--- config.mk ---
export PLATFORM = sky130hd
export DESIGN_NAME = sram_addr_slot_table
export DESIGN_NICKNAME = d
export VERILOG_FILES = /design/src/rtl/sram_addr_slot_table_pkg.sv /design/src/rtl/sram_slot_prio_enc.sv /design/src/rtl/sram_addr_slot_table.sv
export SDC_FILE = /design/constraint.sdc
export NUM_CORES = 1
export LEC_CHECK = 0
export ABC_AREA = 0
export CAP_MARGIN = 0
export CELL_PAD_IN_SITES_DETAIL_PLACEMENT = 2
export CELL_PAD_IN_SITES_GLOBAL_PLACEMENT = 2
export CORE_ASPECT_RATIO = 1.4
export CORE_UTILIZATION = 29
export DETAILED_ROUTE_END_ITERATION = 7
export PLACE_DENSITY_LB_ADDON = 0.1
export SLEW_MARGIN = 0
export SYNTH_ARGS = -nofsm -noshare
export SYNTH_HDL_FRONTEND = slang
export SYNTH_SLANG_ARGS = --single-unit
--- constraint.sdc ---
create_clock -name clk -period 3.7 [get_ports clk]
set_input_delay 0.555 -clock clk [delete_from_list [all_inputs] [get_ports clk]]
set_output_delay 0.555 -clock clk [all_outputs]
set_load 0.005 [all_outputs]
--- src/rtl/sram_addr_slot_table_pkg.sv ---
// sram_addr_slot_table_pkg: shared constants, FSM encoding and slot index coding helpers.
// Slot index coding, common with the address comparator: 1..SLOTS names slot k+1, 0 means none.
package sram_addr_slot_table_pkg;

    localparam int SLOTS = 14;
    localparam int ADDR_W = 19;
    localparam logic [3:0] SLOT_NONE = 4'd0;

    typedef enum logic {IDLE, FLUSH} state_t;

    // Index 1..SLOTS to one-hot. 0 and out-of-range codes give an all-zero vector.
    function automatic logic [SLOTS-1:0] idx2oh(input logic [3:0] idx);
        logic [SLOTS-1:0] oh;
        for (int k = 0; k < SLOTS; k++) oh[k] = (idx == 4'(k + 1));
        return oh;
    endfunction

    // Lowest set bit to index 1..SLOTS, SLOT_NONE when no bit is set.
    function automatic logic [3:0] oh2idx(input logic [SLOTS-1:0] oh);
        logic [3:0] idx;
        idx = SLOT_NONE;
        for (int k = SLOTS - 1; k >= 0; k--) if (oh[k]) idx = 4'(k + 1);
        return idx;
    endfunction

endpackage

--- src/rtl/sram_slot_prio_enc.sv ---
// sram_slot_prio_enc: finds the lowest clear bit of a slot vector.
// Ports: vec (in, SLOTS) vector to search; idx (out, 4) lowest clear bit as 1..SLOTS, 0 if none.
module sram_slot_prio_enc
    import sram_addr_slot_table_pkg::*;
(
    input  logic [SLOTS-1:0] vec,
    output logic [3:0]       idx
);

    assign idx = oh2idx(~vec);

endmodule

--- src/rtl/sram_addr_slot_table.sv ---
// sram_addr_slot_table: outstanding SRAM address slot table with alloc, free, flush and optional aging.
// Ports: clk, reset (async active-low); alloc_valid/alloc_addr/alloc_ready request and
// alloc_done/alloc_index grant report; free_valid/free_index release; flush/flush_done clear-all;
// comp_addr_valid/data_comp_result comparator hit feedback; ena and addr_count_data_0..13 slot
// state to the comparator; full/free_count occupancy; age_evict_valid/age_evict_index eviction report.
// Build option: define SRAM_SLOT_AGE_EN to add per-slot idle counters and eviction.
module sram_addr_slot_table
    import sram_addr_slot_table_pkg::*;
#(
    parameter int               ADDR_W    = 19,
    parameter int               SLOTS     = 14,
    parameter int               AGE_W     = 16,
    parameter logic [AGE_W-1:0] AGE_LIMIT = 16'd50000
) (
    input  logic              clk,
    input  logic              reset,
    input  logic              alloc_valid,
    input  logic [ADDR_W-1:0] alloc_addr,
    output logic              alloc_ready,
    output logic              alloc_done,
    output logic [3:0]        alloc_index,
    input  logic              free_valid,
    input  logic [3:0]        free_index,
    input  logic              flush,
    output logic              flush_done,
    input  logic              comp_addr_valid,
    input  logic [3:0]        data_comp_result,
    output logic [SLOTS-1:0]  ena,
    output logic [ADDR_W-1:0] addr_count_data_0,
    output logic [ADDR_W-1:0] addr_count_data_1,
    output logic [ADDR_W-1:0] addr_count_data_2,
    output logic [ADDR_W-1:0] addr_count_data_3,
    output logic [ADDR_W-1:0] addr_count_data_4,
    output logic [ADDR_W-1:0] addr_count_data_5,
    output logic [ADDR_W-1:0] addr_count_data_6,
    output logic [ADDR_W-1:0] addr_count_data_7,
    output logic [ADDR_W-1:0] addr_count_data_8,
    output logic [ADDR_W-1:0] addr_count_data_9,
    output logic [ADDR_W-1:0] addr_count_data_10,
    output logic [ADDR_W-1:0] addr_count_data_11,
    output logic [ADDR_W-1:0] addr_count_data_12,
    output logic [ADDR_W-1:0] addr_count_data_13,
    output logic              full,
    output logic [3:0]        free_count,
    output logic              age_evict_valid,
    output logic [3:0]        age_evict_index
);

    state_t            state, state_n;
    logic [3:0]        ptr, ptr_n;
    logic [ADDR_W-1:0] addr_q [SLOTS];
    logic [SLOTS-1:0]  set_oh, free_oh, walk_oh, evict_oh, ena_n;
    logic [3:0]        grant, grant_q;
    logic              accept, acc_q, flush_end;

    sram_slot_prio_enc u_grant (.vec(ena), .idx(grant));

    assign full        = &ena;
    assign alloc_ready = (state == IDLE) && !full;
    assign accept      = alloc_valid && alloc_ready;
    assign set_oh      = accept ? idx2oh(grant) : '0;
    assign free_oh     = free_valid ? idx2oh(free_index) : '0;
    // Clears win over the grant set; all clear sources merge since a clear is a clear.
    assign ena_n       = (ena | set_oh) & ~(walk_oh | free_oh | evict_oh);

    always_comb begin
        free_count = '0;
        for (int k = 0; k < SLOTS; k++) free_count = free_count + {3'b0, ~ena[k]};
    end

    always_comb begin
        state_n   = state;
        ptr_n     = ptr;
        walk_oh   = '0;
        flush_end = 1'b0;
        if (state == IDLE) begin
            state_n = flush ? FLUSH : IDLE;
            ptr_n   = '0;
        end else begin
            walk_oh   = idx2oh(ptr + 4'd1);
            flush_end = (ptr == 4'(SLOTS - 1));
            ptr_n     = flush_end ? '0 : ptr + 4'd1;
            state_n   = flush_end ? IDLE : FLUSH;
        end
    end

    // alloc_done trails the slot enable by one cycle, hence the acc_q/grant_q stage.
    always_ff @(posedge clk or negedge reset) begin
        if (!reset) begin
            state       <= IDLE;
            ptr         <= '0;
            ena         <= '0;
            acc_q       <= 1'b0;
            grant_q     <= SLOT_NONE;
            alloc_done  <= 1'b0;
            alloc_index <= SLOT_NONE;
            flush_done  <= 1'b0;
            for (int k = 0; k < SLOTS; k++) addr_q[k] <= '0;
        end else begin
            state       <= state_n;
            ptr         <= ptr_n;
            ena         <= ena_n;
            acc_q       <= accept;
            grant_q     <= accept ? grant : SLOT_NONE;
            alloc_done  <= acc_q;
            alloc_index <= grant_q;
            flush_done  <= flush_end;
            for (int k = 0; k < SLOTS; k++) if (set_oh[k]) addr_q[k] <= alloc_addr;
        end
    end

`ifdef SRAM_SLOT_AGE_EN
    logic [AGE_W-1:0] age [SLOTS];
    logic [SLOTS-1:0] expired;
    logic [3:0]       evict_idx;

    always_comb begin
        expired = '0;
        for (int k = 0; k < SLOTS; k++) expired[k] = ena[k] && (age[k] == AGE_LIMIT);
    end

    // Lowest clear bit of ~expired is the lowest expired slot.
    sram_slot_prio_enc u_evict (.vec(~expired), .idx(evict_idx));
    assign evict_oh = idx2oh(evict_idx);

    // Counters saturate at AGE_LIMIT so a slot passed over for a lower one stays expired.
    always_ff @(posedge clk or negedge reset) begin
        if (!reset) begin
            age_evict_valid <= 1'b0;
            age_evict_index <= SLOT_NONE;
            for (int k = 0; k < SLOTS; k++) age[k] <= '0;
        end else begin
            age_evict_valid <= |expired;
            age_evict_index <= evict_idx;
            for (int k = 0; k < SLOTS; k++)
                if (set_oh[k] || (comp_addr_valid && data_comp_result == 4'(k + 1))) age[k] <= '0;
                else if (ena[k] && age[k] != AGE_LIMIT) age[k] <= age[k] + 1'b1;
        end
    end
`else
    logic             unused_comp;
    logic [AGE_W-1:0] unused_age;
    assign unused_comp     = ^{comp_addr_valid, data_comp_result};
    assign unused_age      = AGE_LIMIT;
    assign evict_oh        = '0;
    assign age_evict_valid = 1'b0;
    assign age_evict_index = SLOT_NONE;
`endif

    assign addr_count_data_0  = addr_q[0];
    assign addr_count_data_1  = addr_q[1];
    assign addr_count_data_2  = addr_q[2];
    assign addr_count_data_3  = addr_q[3];
    assign addr_count_data_4  = addr_q[4];
    assign addr_count_data_5  = addr_q[5];
    assign addr_count_data_6  = addr_q[6];
    assign addr_count_data_7  = addr_q[7];
    assign addr_count_data_8  = addr_q[8];
    assign addr_count_data_9  = addr_q[9];
    assign addr_count_data_10 = addr_q[10];
    assign addr_count_data_11 = addr_q[11];
    assign addr_count_data_12 = addr_q[12];
    assign addr_count_data_13 = addr_q[13];

endmodule

==> results.md <==
* IO Port Bufs at 319
* Failing checks: setup timing
* Post-Syn Area at 0.01191 mm^2
* Vias per cell at 4.679
* Placed Area at 0.01596 mm^2
* Min-delay worst type: in -> async
* GRT Util Overall at 0.1971
* Post-synth top area cell: dfrtp_1
* Worst EP required at 3.14 ns
* # clock sinks at 296
* Post-synth EDFFs at 0
* FP Rows at 87
* Mapped Cells at 787
* Seq/Total Area, Yosys at 0.6218
* Htree depth at 1
* Area growth, synth to finish at 42.52%
* Share of cells above drive strength 1 at 0.3302
* Nets@finish at 1183
* Asr flop ratio synth at 1.000
* Ranking of synthesized cells by area: dfrtp_1 (62%), mux2_2 (24%), fa_1 (1.5%)
* Pwr/cell area at 494.8 mW/mm^2
* Worst Clk Skew at 0.01171 ns
* Antenna viol nets, final at 0
* Busiest layer in global routing: met2
* Die width at 173.3 um
* WL/cell at 24.09 um
* Fmax at 226.5 MHz
* Clock tree from TritonCTS: done
* Core Area at 0.04039 mm^2
* Largest family of logic cells by synthesized area: multiplexers
* Kind of critical path: reg -> out
* Antenna violations before repair at 0
* DIE AREA at 0.04190 mm^2
* Cell variety after synth at 55
* Gr ovfl total at 0
* Clock Pin Slew Worst Setup and Hold Paths at 0.07 ns
* # hold bufs at CTS at 0
* Worst Setup Start Kind: flop
* Final setup violation count at 4
* First-pass GRT wire length at 62070 um
* Pre-CTS setup slack at -0.5501 ns
* Post-Synth Simple-Gate Area at 0.03214
* Crit. End Element: primary output
* Tmin final at 4.415 ns
* Rel. slew slack at 0.3655
* Vias in the first global route at 9018
* Data arrival, critical path at 3.86 ns
* Multiplexer share of the synthesized area at 0.2546
* Fin crit share at 1.193
* Syn_area_per_cell at 15.14 um^2
* Top-area cell type share of the netlist area at 0.6218
* Design area at 0.01698 mm^2
* Worst r2r path cells at 9
* Synth Area in XOR/XNOR at 0.001470
* Root buffer cell: clkbuf_16
* # fillers at 4002
* Vias at 7903
* Met1 GRT Util at 0.2219
* Yosys warning count at 0
* Setup_tns at -2.342 ns
* Residual DRC at 0
* Initial core utilization at 0.2950
* Inserted Clock Buffers at 31
* Routed WL at 40680 um
* Finished Core Util at 0.4204
* Largest net degree at the start of global routing at 109
* DRT Pass-1 Iters at 4
* Final Hold Viols at 0
* Commonest cells after routing, fill and taps aside: clkdlybuf4s50_1 (314), dfrtp_1 (295), mux2_2 (256), buf_4 (32), clkbuf_16 (31)
* GPL Wtd Cong at 0.8041
* Synth Area in Compound Gates at 0.03350
* Setup WS post-layout at -0.7147 ns
* RSZ-0062 raised after global routing: yes
* Clk Latency, worst-skew pair at 0.57 ns
* Max-slew violation count at 0
* Met3 usage at 0.05833
* Post-synth top flop: dfrtp_1
* I/O Pins at 330
* First DRT Iteration DRCs at 202
* DIE HEIGHT at 241.8 um
* Post-synthesis adder-cell area fraction at 0.02668
* Synthesized flop and latch total at 296
* Maxcap violations at 0
* Most common library cell in the layout ignoring fill and taps: clkdlybuf4s50_1
* Clock Tree Buf Depth at 3
* Max rail drop VDD at 0.3683 mV
* Status: finished with violations
* Static Leak at 7.868 nW
* Critical path fanouts, max at 2
* Met2 usage at 0.3590
* DP HPWL at 28950 um
* Slew @ Worst Pin at 0.9517 ns
## kinds of logic (layout without fill, tap and decap cells)
| logic type | count (synthesis) | after routing |
|---|---|---|
| buffers and inverters | 78 | 441 |
| adders and majority gates | 20 | 20 |
| AOI/OAI and AO/OA | 52 | 52 |
| muxes | 266 | 266 |
| other | 1 | 6 |
| xor gates and xnor gates | 2 | 2 |
| and+or+nand+nor | 72 | 72 |
| DFF | 296 | 296 |
## cell usage after synthesis, drive strengths merged (4+ instances only)
cell,count
buf,29
nor3,7
clkbuf,23
o21a,7
a32oi,4
inv,26
a21oi,10
mux2,266
and3,4
nand3,8
fa,9
nor2,14
a221oi,4
dfrtp,296
ha,11
o21ai,4
nor2b,4
and2,5
nand2,14
## routing by layer
| layer | vias up | part of all wire |
|---|---|---|
| met5 | - | 0 |
| met4 | 0 | 0.021 |
| met3 | 45 | 0.072 |
| met2 | 263 | 0.52 |
| met1 | 4162 | 0.39 |
| li1 | 3433 | - |
## where the power goes
group          total [mW]  switching [mW]  internal, mW
Clock                3.06            1.31          1.76
Combinational        1.72           0.804         0.912
Sequential           3.62           0.155          3.47
## final cells by class
class	instances	area [um^2]	area share
sequential	296	7408	0.4364
multi-input combinational	417	4247	0.2501
timing repair buffer	358	3565	0.2100
clock buffer	48	909.6	0.05358
tap	534	668.1	0.03935
inverter	26	97.59	0.005748
clock inverter	9	80.08	0.004717
antenna	1	2.502	0.0001474
## per-stage QoR
stage | hold slack, ns | std cells | power [mW]
after floorplan | 0.2594 | 791 | 4.355
after global placement | 0.3325 | 1630 | 5.338
after detailed placement | 0.3389 | 1630 | 5.396
after CTS | 0.1087 | 1687 | 8.481
after global routing | 0.1240 | 1688 | 8.825
final | 0.07175 | 1689 | 8.400
## critical path, cell delays in order, from the launching register on
cell,delay (ns)
dfrtp_2,0.42
fa_1,0.56
inv_2,0.05
fa_2,0.54
fa_1,0.43
fa_1,0.49
ha_4,0.19
fa_2,0.51
buf_2,0.11
## final timing paths
path                       slack (ns)               endpoint       start
max                             -0.71          free_count[1]      ena[0]
min                              0.07   addr_count_data_1[0]       reset
max reg2reg                      0.65   addr_count_data_2[8]      ena[0]
min reg2reg                      0.35         alloc_index[2]  grant_q[2]
max in group asynchronous        2.68  addr_count_data_2[12]       reset
min in group clk                 0.35         alloc_index[2]  grant_q[2]
## what timing repair did
| item | in CTS | in global routing |
|---|---|---|
| gates resized for setup | 17 | 6 |
| setup endpoints to repair | 4 | 5 |
| pin swaps | 6 | 8 |
| gates cloned | 0 | 0 |
| buffers inserted | 0 | 1 |
| hold endpoints to repair | 0 | 0 |
Note: power is estimated with default switching activity, not from simulation.
